File: config.mk
export PLATFORM = sky130hd
export DESIGN_NAME = apple_spawn_ctrl
export DESIGN_NICKNAME = d
export VERILOG_FILES = /design/src/rtl/apple_spawn_pkg.sv /design/src/rtl/apple_spawn_arb.sv /design/src/rtl/apple_spawn_ctrl.sv
export SDC_FILE = /design/constraint.sdc
export NUM_CORES = 1
export LEC_CHECK = 0
export ABC_AREA = 1
export ABC_CLOCK_PERIOD_IN_PS = 2800
export CAP_MARGIN = 0
export CORE_AREA = 2 2 192 194
export CTS_BUF_LIST = sky130_fd_sc_hd__clkbuf_8 sky130_fd_sc_hd__clkbuf_16
export DETAILED_ROUTE_END_ITERATION = 8
export DIE_AREA = 0 0 194 196
export HOLD_SLACK_MARGIN = 0.12
export PLACE_DENSITY = 0.61
export SLEW_MARGIN = 0
export SYNTH_ARGS = -nofsm -noshare
export SYNTH_HDL_FRONTEND = slang
export SYNTH_SLANG_ARGS = --single-unit
File: constraint.sdc
create_clock -name system_clk -period 2.8 [get_ports system_clk]
set_input_delay 0.56 -clock system_clk [delete_from_list [all_inputs] [get_ports system_clk]]
set_output_delay 0.56 -clock system_clk [all_outputs]
set_load 0.1 [all_outputs]
File: src/rtl/apple_spawn_pkg.sv
// Shared types and constants for the apple spawn controller.
package apple_spawn_pkg;
  localparam int         MAX_LENGTH  = 30;
  localparam int         NUM_WALLS   = 25;
  localparam logic [7:0] WALL_UNUSED = 8'hFF;

  typedef enum logic [2:0] {
    S_IDLE, S_DRAW, S_LOAD, S_BOUNDS, S_SCAN_BODY, S_SCAN_WALL, S_COMMIT
  } state_e;
endpackage

File: src/rtl/apple_spawn_arb.sv
// Two-requester round-robin arbiter; pointer moves past the slot just served.
module apple_spawn_arb (
  input  logic       system_clk,
  input  logic       nreset,
  input  logic [1:0] req,
  input  logic       adv,
  input  logic       adv_slot,
  output logic       gnt_vld,
  output logic       gnt_slot
);
  logic prio_q, prio_d;

  always_comb begin
    prio_d   = adv ? ~adv_slot : prio_q;
    gnt_vld  = |req;
    gnt_slot = (req == 2'b11) ? prio_q : req[1];
  end

  always_ff @(posedge system_clk or negedge nreset)
    if (!nreset) prio_q <= 1'b0;
    else         prio_q <= prio_d;
endmodule

File: src/rtl/apple_spawn_ctrl.sv
// Apple placement search: draw a random {y,x}, check bounds, snake body and
// walls one entry per cycle, then commit to the granted slot or give up.
module apple_spawn_ctrl #(
  parameter int         MAX_LENGTH = apple_spawn_pkg::MAX_LENGTH,
  parameter int         NUM_WALLS  = apple_spawn_pkg::NUM_WALLS,
  parameter logic [7:0] MAX_TRIES  = 8'd255
) (
  input  logic                                system_clk,
  input  logic                                nreset,
  input  logic [1:0]                          req,
  input  logic                                two_apple_en,
  input  logic [7:0]                          rnd_in,
  output logic                                rnd_en,
  input  logic [3:0]                          xmin,
  input  logic [3:0]                          xmax,
  input  logic [3:0]                          ymin,
  input  logic [3:0]                          ymax,
  input  logic [$clog2(MAX_LENGTH+1)-1:0]     snake_len,
  input  logic [MAX_LENGTH-1:0][3:0]          snakeArrayX,
  input  logic [MAX_LENGTH-1:0][3:0]          snakeArrayY,
  input  logic [NUM_WALLS-1:0][7:0]           wall_locations,
  output logic [7:0]                          apple_loc0,
  output logic [7:0]                          apple_loc1,
  output logic [1:0]                          ack,
  output logic                                fail,
  output logic                                busy
);
  import apple_spawn_pkg::*;

  localparam int LW = $clog2(MAX_LENGTH+1);
  localparam int WW = (NUM_WALLS > 1) ? $clog2(NUM_WALLS) : 1;
  localparam logic [WW-1:0] WLAST = WW'(NUM_WALLS-1);

  state_e        state_q, state_d;
  logic          slot_q, slot_d;
  logic [7:0]    cand_q, cand_d, try_q, try_d, try_inc;
  logic [7:0]    loc0_q, loc0_d, loc1_q, loc1_d;
  logic [LW-1:0] bidx_q, bidx_d;
  logic [WW-1:0] widx_q, widx_d;
  logic [1:0]    ack_q, ack_d, req_m, slot_oh;
  logic          fail_q, fail_d;
  logic          gnt_vld, gnt_slot, adv, oob, body_hit, wall_hit, reject;
  logic [7:0]    other_loc, wall_e;

  assign req_m = req & {two_apple_en, 1'b1};

  apple_spawn_arb u_arb (
    .system_clk (system_clk),
    .nreset     (nreset),
    .req        (req_m),
    .adv        (adv),
    .adv_slot   (slot_q),
    .gnt_vld    (gnt_vld),
    .gnt_slot   (gnt_slot)
  );

  always_comb begin
    other_loc = slot_q ? loc0_q : loc1_q;
    oob = (cand_q[3:0] < xmin) || (cand_q[3:0] > xmax) ||
          (cand_q[7:4] < ymin) || (cand_q[7:4] > ymax) ||
          (two_apple_en && (cand_q == other_loc));
    body_hit = ({snakeArrayY[bidx_q], snakeArrayX[bidx_q]} == cand_q);
    wall_e   = wall_locations[widx_q];
    wall_hit = (wall_e != WALL_UNUSED) && (wall_e == cand_q);
    slot_oh  = slot_q ? 2'b10 : 2'b01;
    try_inc  = try_q + 8'd1;
  end

  always_comb begin
    state_d = state_q;
    slot_d  = slot_q;
    cand_d  = cand_q;
    try_d   = try_q;
    loc0_d  = loc0_q;
    loc1_d  = loc1_q;
    bidx_d  = bidx_q;
    widx_d  = widx_q;
    ack_d   = 2'b00;
    fail_d  = 1'b0;
    adv     = 1'b0;
    reject  = 1'b0;
    case (state_q)
      S_IDLE: if (gnt_vld) begin
        slot_d  = gnt_slot;
        try_d   = 8'd0;
        bidx_d  = '0;
        widx_d  = '0;
        state_d = S_DRAW;
      end
      S_DRAW: state_d = S_LOAD;
      S_LOAD: begin
        cand_d  = rnd_in;
        state_d = S_BOUNDS;
      end
      S_BOUNDS:
        if (oob)                 reject  = 1'b1;
        else if (snake_len == 0) state_d = S_SCAN_WALL;
        else                     state_d = S_SCAN_BODY;
      S_SCAN_BODY:
        if (body_hit) reject = 1'b1;
        else if (bidx_q == snake_len - 1'b1) begin
          bidx_d  = '0;
          state_d = S_SCAN_WALL;
        end else bidx_d = bidx_q + 1'b1;
      S_SCAN_WALL:
        if (wall_hit) reject = 1'b1;
        else if (widx_q == WLAST) begin
          if (slot_q) loc1_d = cand_q;
          else        loc0_d = cand_q;
          ack_d   = slot_oh;
          widx_d  = '0;
          state_d = S_COMMIT;
        end else widx_d = widx_q + 1'b1;
      S_COMMIT: begin
        adv     = 1'b1;
        state_d = S_IDLE;
      end
      default: state_d = S_IDLE;
    endcase
    // A give-up commits with ack+fail but leaves the location untouched.
    if (reject) begin
      bidx_d = '0;
      widx_d = '0;
      try_d  = try_inc;
      if (try_inc == MAX_TRIES) begin
        ack_d   = slot_oh;
        fail_d  = 1'b1;
        state_d = S_COMMIT;
      end else state_d = S_DRAW;
    end
  end

  always_ff @(posedge system_clk or negedge nreset)
    if (!nreset) begin
      state_q <= S_IDLE;
      slot_q  <= 1'b0;
      cand_q  <= 8'h00;
      try_q   <= 8'h00;
      loc0_q  <= 8'h55;
      loc1_q  <= 8'h00;
      bidx_q  <= '0;
      widx_q  <= '0;
      ack_q   <= 2'b00;
      fail_q  <= 1'b0;
    end else begin
      state_q <= state_d;
      slot_q  <= slot_d;
      cand_q  <= cand_d;
      try_q   <= try_d;
      loc0_q  <= loc0_d;
      loc1_q  <= loc1_d;
      bidx_q  <= bidx_d;
      widx_q  <= widx_d;
      ack_q   <= ack_d;
      fail_q  <= fail_d;
    end

  assign rnd_en     = (state_q == S_DRAW);
  assign busy       = (state_q != S_IDLE);
  assign ack        = ack_q;
  assign fail       = fail_q;
  assign apple_loc0 = loc0_q;
  assign apple_loc1 = loc1_q;
endmodule

* After elaboration in Yosys (flattened, before gate mapping)
Index checks and enable logic that the tools add are counted.
Word-level totals: flip-flop bits (word level) 50, latch bits 0, memory bits (writable) 0, ROM bits 0, bits of input ports 474, output and inout port bits 21, logic and storage cells 108, memories kept 0
Cells by class: add/subtract/negate cells 4, multipliers 0, divide/modulo/power cells 0, magnitude comparators 6, equal/unequal tests 20, shifts and indexed selects 0, mux-type cells 43, bitwise operators 3, reduce and logical (&&, ||, !) cells 21
Operators by type and width (count):
- $bmux 4 s5 | 2
- $bmux 8 s5 | 1
- $mux 8 | 5
- $mux 5 | 7
- $eq 8x8->1 | 3
- $mux 3 | 8
- $pmux 5 s2 | 2
- $ne 3x3->1 const B | 6
- $pmux 3 s6 | 1
- $lt 5x6->1 const B | 2
- $mux 2 | 6
- $add 5x1->5 const B | 2
- $eq 3x3->1 const B | 3
- $reduce_bool 3->1 | 3
- $add 8x1->8 const B | 1
- $eq 8x8->1 const B | 1
- $gt 4x4->1 | 2
- $lt 4x4->1 | 2
- $mux 1 | 8
- $mux 4 | 2
- $ne 8x8->1 const B | 1
- $reduce_and 4->1 | 2
- $eq 3x2->1 const B | 2
- $reduce_and 3->1 | 2
- 16 further kinds | 23

* Logic depth before layout (Yosys ltp)
word-level depth 9, gate-level depth with buffers 24, depth with buffers taken out 21

* Cells and area by module
A second synthesis with hierarchy kept.
Second synthesis, totals: cells, all modules 1612, area total of the unflattened synthesis 8261.7 um^2
Modules (own cells, without submodules):
- apple_spawn_ctrl | times used 1, cells each 1601, area each 8195.4 um^2, seq. area each 1231.2 um^2
- apple_spawn_arb | times used 1, cells each 11, area each 66.3 um^2, seq. area each 25.0 um^2

* Least setup slack after synthesis
No wires, ideal clock.
path kind flip-flop to flip-flop, start point reg loc0_q[7], in the netlist apple_loc0[7], end point reg widx_q[1], setup time 118 ps, arrival time 2255 ps, required time 2682 ps, path slack 426 ps, stages on the path, launching flop included 13, buffers on the path 1, clock period less this slack 2374 ps, cells stage by stage dfrtp_1 -> or2_2 -> o21ai_0 -> xor2_1 -> nor3_1 -> nand3_1 -> a21oi_1 -> nor2_2 -> nand2_4 -> inv_2 -> buf_6 -> nand3_1 -> nand2_1
On the way: cells in the longest elaborated chain, start to end 8, elaborated cells on any way between the ends 11, classes of those cells eq/ne: 3; mux: 4; reduce/logical: 4
Ends and longest elaborated chain:
- start: declaration | line apple_spawn_ctrl.sv:37 | logic [7:0] loc0_q, loc0_d, loc1_q, loc1_d;
- start signal: assignment | line apple_spawn_ctrl.sv:150 | loc0_q <= loc0_d;
- $mux 8 * | line apple_spawn_ctrl.sv:58 | other_loc = slot_q ? loc0_q : loc1_q;
- $eq 8x8->1 * | line apple_spawn_ctrl.sv:61 | (two_apple_en && (cand_q == other_loc));
- $logic_and 1x1->1 * | line apple_spawn_ctrl.sv:61
- $logic_or 1x1->1 * | line apple_spawn_ctrl.sv:60 | (cand_q[7:4] < ymin) || (cand_q[7:4] > ymax) ||
- $mux 1 * | line apple_spawn_ctrl.sv:96 | if (oob) reject = 1'b1;
- $pmux 1 s3 * | line apple_spawn_ctrl.sv:82 | case (state_q)
- $ne 3x3->1 (no source line) / $reduce_bool 3->1 (equally long branches)
- $reduce_and 3->1 (no source line)
- end signal: assignment | line apple_spawn_ctrl.sv:153 | widx_q <= widx_d;
- end: declaration | line apple_spawn_ctrl.sv:39 | logic [WW-1:0] widx_q, widx_d;
Every way passes the cells marked *; elsewhere a longest branch is shown, timed or not. A chain may end at the register's enable or synchronous reset.

* Worst setup path in the final report
start point in xmax[3], end point reg bidx_q[0]
On the way: cells in the longest elaborated chain, start to end 9, elaborated cells on any way between the ends 12, classes of those cells order compare: 1; eq/ne: 2; mux: 3; reduce/logical: 6
Ends and longest elaborated chain:
- start: declaration | line apple_spawn_ctrl.sv:15 | input logic [3:0] xmax,
- $gt 4x4->1 * | line apple_spawn_ctrl.sv:59 | oob = (cand_q[3:0] < xmin) || (cand_q[3:0] > xmax) ||
- $logic_or 1x1->1 * (2 in a row) | line apple_spawn_ctrl.sv:59
- $logic_or 1x1->1 * (2 in a row) | line apple_spawn_ctrl.sv:60
- $mux 1 * | line apple_spawn_ctrl.sv:96
- $pmux 1 s3 * | line apple_spawn_ctrl.sv:82
- $ne 3x3->1 (no source line) / $reduce_bool 3->1 (equally long branches)
- $reduce_and 3->1 (no source line)
- end signal: assignment | line apple_spawn_ctrl.sv:152 | bidx_q <= bidx_d;
- end: declaration | line apple_spawn_ctrl.sv:38 | logic [LW-1:0] bidx_q, bidx_d;
Marked as above.

==> metrics.md <==
| Metric | Value |
|---|---|
| WP data required | 3.03 ns |
| Crit path DAT | 2.99 ns |
| Final wirelength | 46300 um |
| Dpl ws | -0.304 ns |
| DIE WIDTH | 194 um |
| Static Leak | 7.12 nW |
| Synth warnings | 0 |
| Final period utilization | 98.6% |
| Power Density | 462 nW/um2 |
| Post-route setup slack | 0.0400 ns |
| Hold Path Class | input pin to async pin |
| Post-Syn Instances | 1516 |
| Max frequency | 0.362 GHz |
| CTS max path bufs | 2 |
| Reg2Reg Setup Slack | 0.07 ns |
| Reg power frac | 14.4% |
| Placed Cells | 2460 |
| PortBufs | 494 |
| Placed cell areas | 13600 um2 |
| Unrepaired setup endpoints after global routing | true |
| Initial Util | 22.0% |
| Clock Skew | 0.00651 ns |
| Setup crit end | bidx_q[0] |
| Min Tclk post-route | 2.76 ns |
| Area leader, netlist | nand2_1 |
| Setup crit start kind | input pin |
| EDFF count, synth | 0 |
| TritonCTS clock tree | built |
| CORE AREA | 36100 um2 |
| Syn avg cell area | 5.23 um2 |
| CTS clk-pin slew, worst paths | 0.07 ns |
| Die ar. | 38000 um2 |
| Num CTS Buffers | 5 |
| Worst slew margin | 51.9% |
| Post-synth cell types | 43 |
| Critical path class | input pin to register |
| Endpoints failing hold | 0 |
| Cell Rows | 70 |
| Worst path max stage delay | 0.45 ns |
| Most frequent CP cell | nand2_1 |
| Share of the synthesized area in the top cell type | 25.4% |
| Post-route cell area | 15000 um2 |
| Root buf cell | clkbuf_16 |
| Clock latency on the worst-skew pair | 0.29 ns |
| Vias in the first global route | 11413 |
| Layout cells sized above 1 | 12.8% |
| H-tree Lvls | 2 |
| Grt ovf | 0 |
| Global-route wire length before repair | 65000 um |
| Worst Setup SP | xmax[3] |
| Num Clock Sinks | 50 |
| Initial DRC Count | 634 |
| Die H | 196 um |
| Max-cap violations | 0 |
| Layout Area Growth over Synthesis | 89.3% |
| Final slew viol count | 0 |
| Routed length per instance | 18.4 um |
| P_int | 3.61 mW |
| Final setup viols | 0 |
| Top cells by area, synth | nand2_1 25%, dfrtp_1 15%, nand3_1 14%, nor2_1 10%, inv_1 5.7% |
| Pin count of the biggest net entering global routing | 63 |
| CP Capture Type | register |
| Worst-Margin Slew | 0.721 ns |
| Worst R2R End | bidx_q[0] |
| Total Routing Usage GR | 21.8% |
| Clock network power share | 10.0% |
| Mapped Area | 7930 um2 |
| CP max FO | 5 |
| Hpwl dp | 36000 um |
| Share of synthesized registers carrying an async set or reset | 100% |
| Ys flop type | dfrtp_1 |
| I/O Pins | 495 |
| R2R Path Start | bidx_q[0] |
| Worst path cell trace | clkdlybuf4s50_1 > inv_1 > ha_1 > nand2_1 > o21bai_1 > nand2_1 > o21ai_2 > nand2_1 > a221oi_2 > buf_4 > a21oi_1 > nor2_2 > nand2_4 > buf_12 > o21ai_4 > nand2_1 > nand2_1 |
| Sequential area share after synthesis | 15.8% |
| First-pass DRT Iterations | 5 |
| Count leader, synth | nand2_1 |
| Syn_nets | 2010 |
| Worst-case reg-to-reg path depth | 19 |
| Sw Share | 47.9% |
| Initial antenna violation count | 5 |
| Via count | 11856 |
| Gp weighted congestion | 0.914 |
| Outcome | complete, no violations |
| DRC | 0 |
| P_sw | 3.32 mW |
| Slowest-stage cell, CP | clkdlybuf4s50_1 |
| Detail Route Antenna Nets | 0 |
| Non-Filler Instances | 2520 |
| Post-synth top cells | 536 x nand2_1, 219 x nand3_1, 212 x nor2_1 |
| Gate power share | 75.6% |
| Vias per cell | 4.70 |
| Nets | 2541 |
| Peak supply drop | 284 uV |
| Register bit total from synthesis | 50 |
-- worst min-delay path by stage --
| stage | startpoint | to | cells after the start |
|---|---|---|---|
| floorplan | nreset | ack[0] | 0 |
| global placement | apple_loc0[6] | apple_loc0[6] | 2 |
| detailed placement | apple_loc0[2] | apple_loc0[2] | 2 |
| CTS | nreset | try_q[0] | 1 |
| global route | nreset | state_q[1] | 1 |
| finish | nreset | state_q[1] | 1 |
-- cell usage in the layout, fill, tap and decap left out, drive strengths merged, types with 2 or more instances in the layout --
cell           Yosys  final
clkbuf            19     23
clkdlybuf4s50      0    472
clkinv             3      5
nor3               7      7
xor2              17     17
nand4              5      5
xnor2              4      4
o21ai            134    134
a21oi             48     48
inv              128    128
a21boi             4      4
buf               70    121
dfrtp             46     46
clkinvlp           0      2
o211ai            11     11
or2                6      6
o22ai              3      3
dfstp              4      4
nand3            221    221
diode              0      4
nor2             217    217
nor3b              2      2
ha                20     20
nand2            541    541
-- worst max-delay path, delay by kind of cell --
family / cells / cell delay [ns]
adder cells (fa/ha/maj): 1 / 0.30
AND/OR/NAND/NOR: 7 / 0.68
AO/OA/AOI/OAI: 5 / 0.63
buffers and inverters: 4 / 0.80
-- layer usage --
metal	wire length (um)	global-route usage (%)
met4	1420	6.82
met3	3460	4.49
met1	17900	24.7
met2	23500	40.7
met5	13	0
-- cell type report --
class / count / area, um2
Fill cell: 3846 / 21100
Timing Repair Buffer: 611 / 6400
Multi-Input combinational cell: 1246 / 6030
Sequential cell: 50 / 1270
Tap cell: 468 / 586
Inverter: 131 / 524
Clock buffer: 5 / 125
Clock inverter: 3 / 40.0
Timing Repair inverter: 2 / 16.3
Antenna cell: 4 / 10.0
-- cell families (layout without fill, tap and decap cells) --
family,Yosys count,after routing,share of synthesized area [%]
AOI/OAI and AO/OA,203,203,13.8
buffers and inverters,220,752,12.3
muxes,1,1,0.126
other,0,4,0
and+or+nand+nor,1001,1001,52.4
adders and majority gates,20,20,3.16
xor gates and xnor gates,21,21,2.32
DFF,50,50,15.8
-- registers in the layout (all words and copies together) (netlist names) --
register and count:
ack 2, apple_loc0 8, apple_loc1 8, bidx_q 5, cand_q 8, fail 1
slot_q 1, state_q 3, try_q 8, u_arb.prio_q 1, widx_q 5
-- power groups by stage --
stage	registers [mW]	clock network [mW]	logic (mW)
floorplan	0.948	0	2.54
global placement	1.00	0	4.35
finish	1.00	0.691	5.24
global route	1.01	0.728	5.74
CTS	0.991	0.706	4.44
detailed placement	1.00	0	4.39
-- repair_timing --
action	CTS	global route
pin swaps	1	46
endpoints found under the setup margin	4	37
buffers inserted	1	25
hold buffers	0	0
resized for setup	2	135
cloned	0	25
-- through the flow --
stage / TNS, ns / hold slack, ns / util, % / power (mW)
floorplan: 0 / 0.264 / - / 3.49
global placement: -6.99 / 0.467 / 37.8 / 5.35
detailed placement: -5.84 / 0.477 / 37.8 / 5.39
CTS: 0 / 0.344 / 38.3 / 6.14
global route: -2.01 / 0.364 / 41.6 / 7.48
finish: 0 / 0.326 / 41.6 / 6.93
Power figures use the tool's default switching activity.
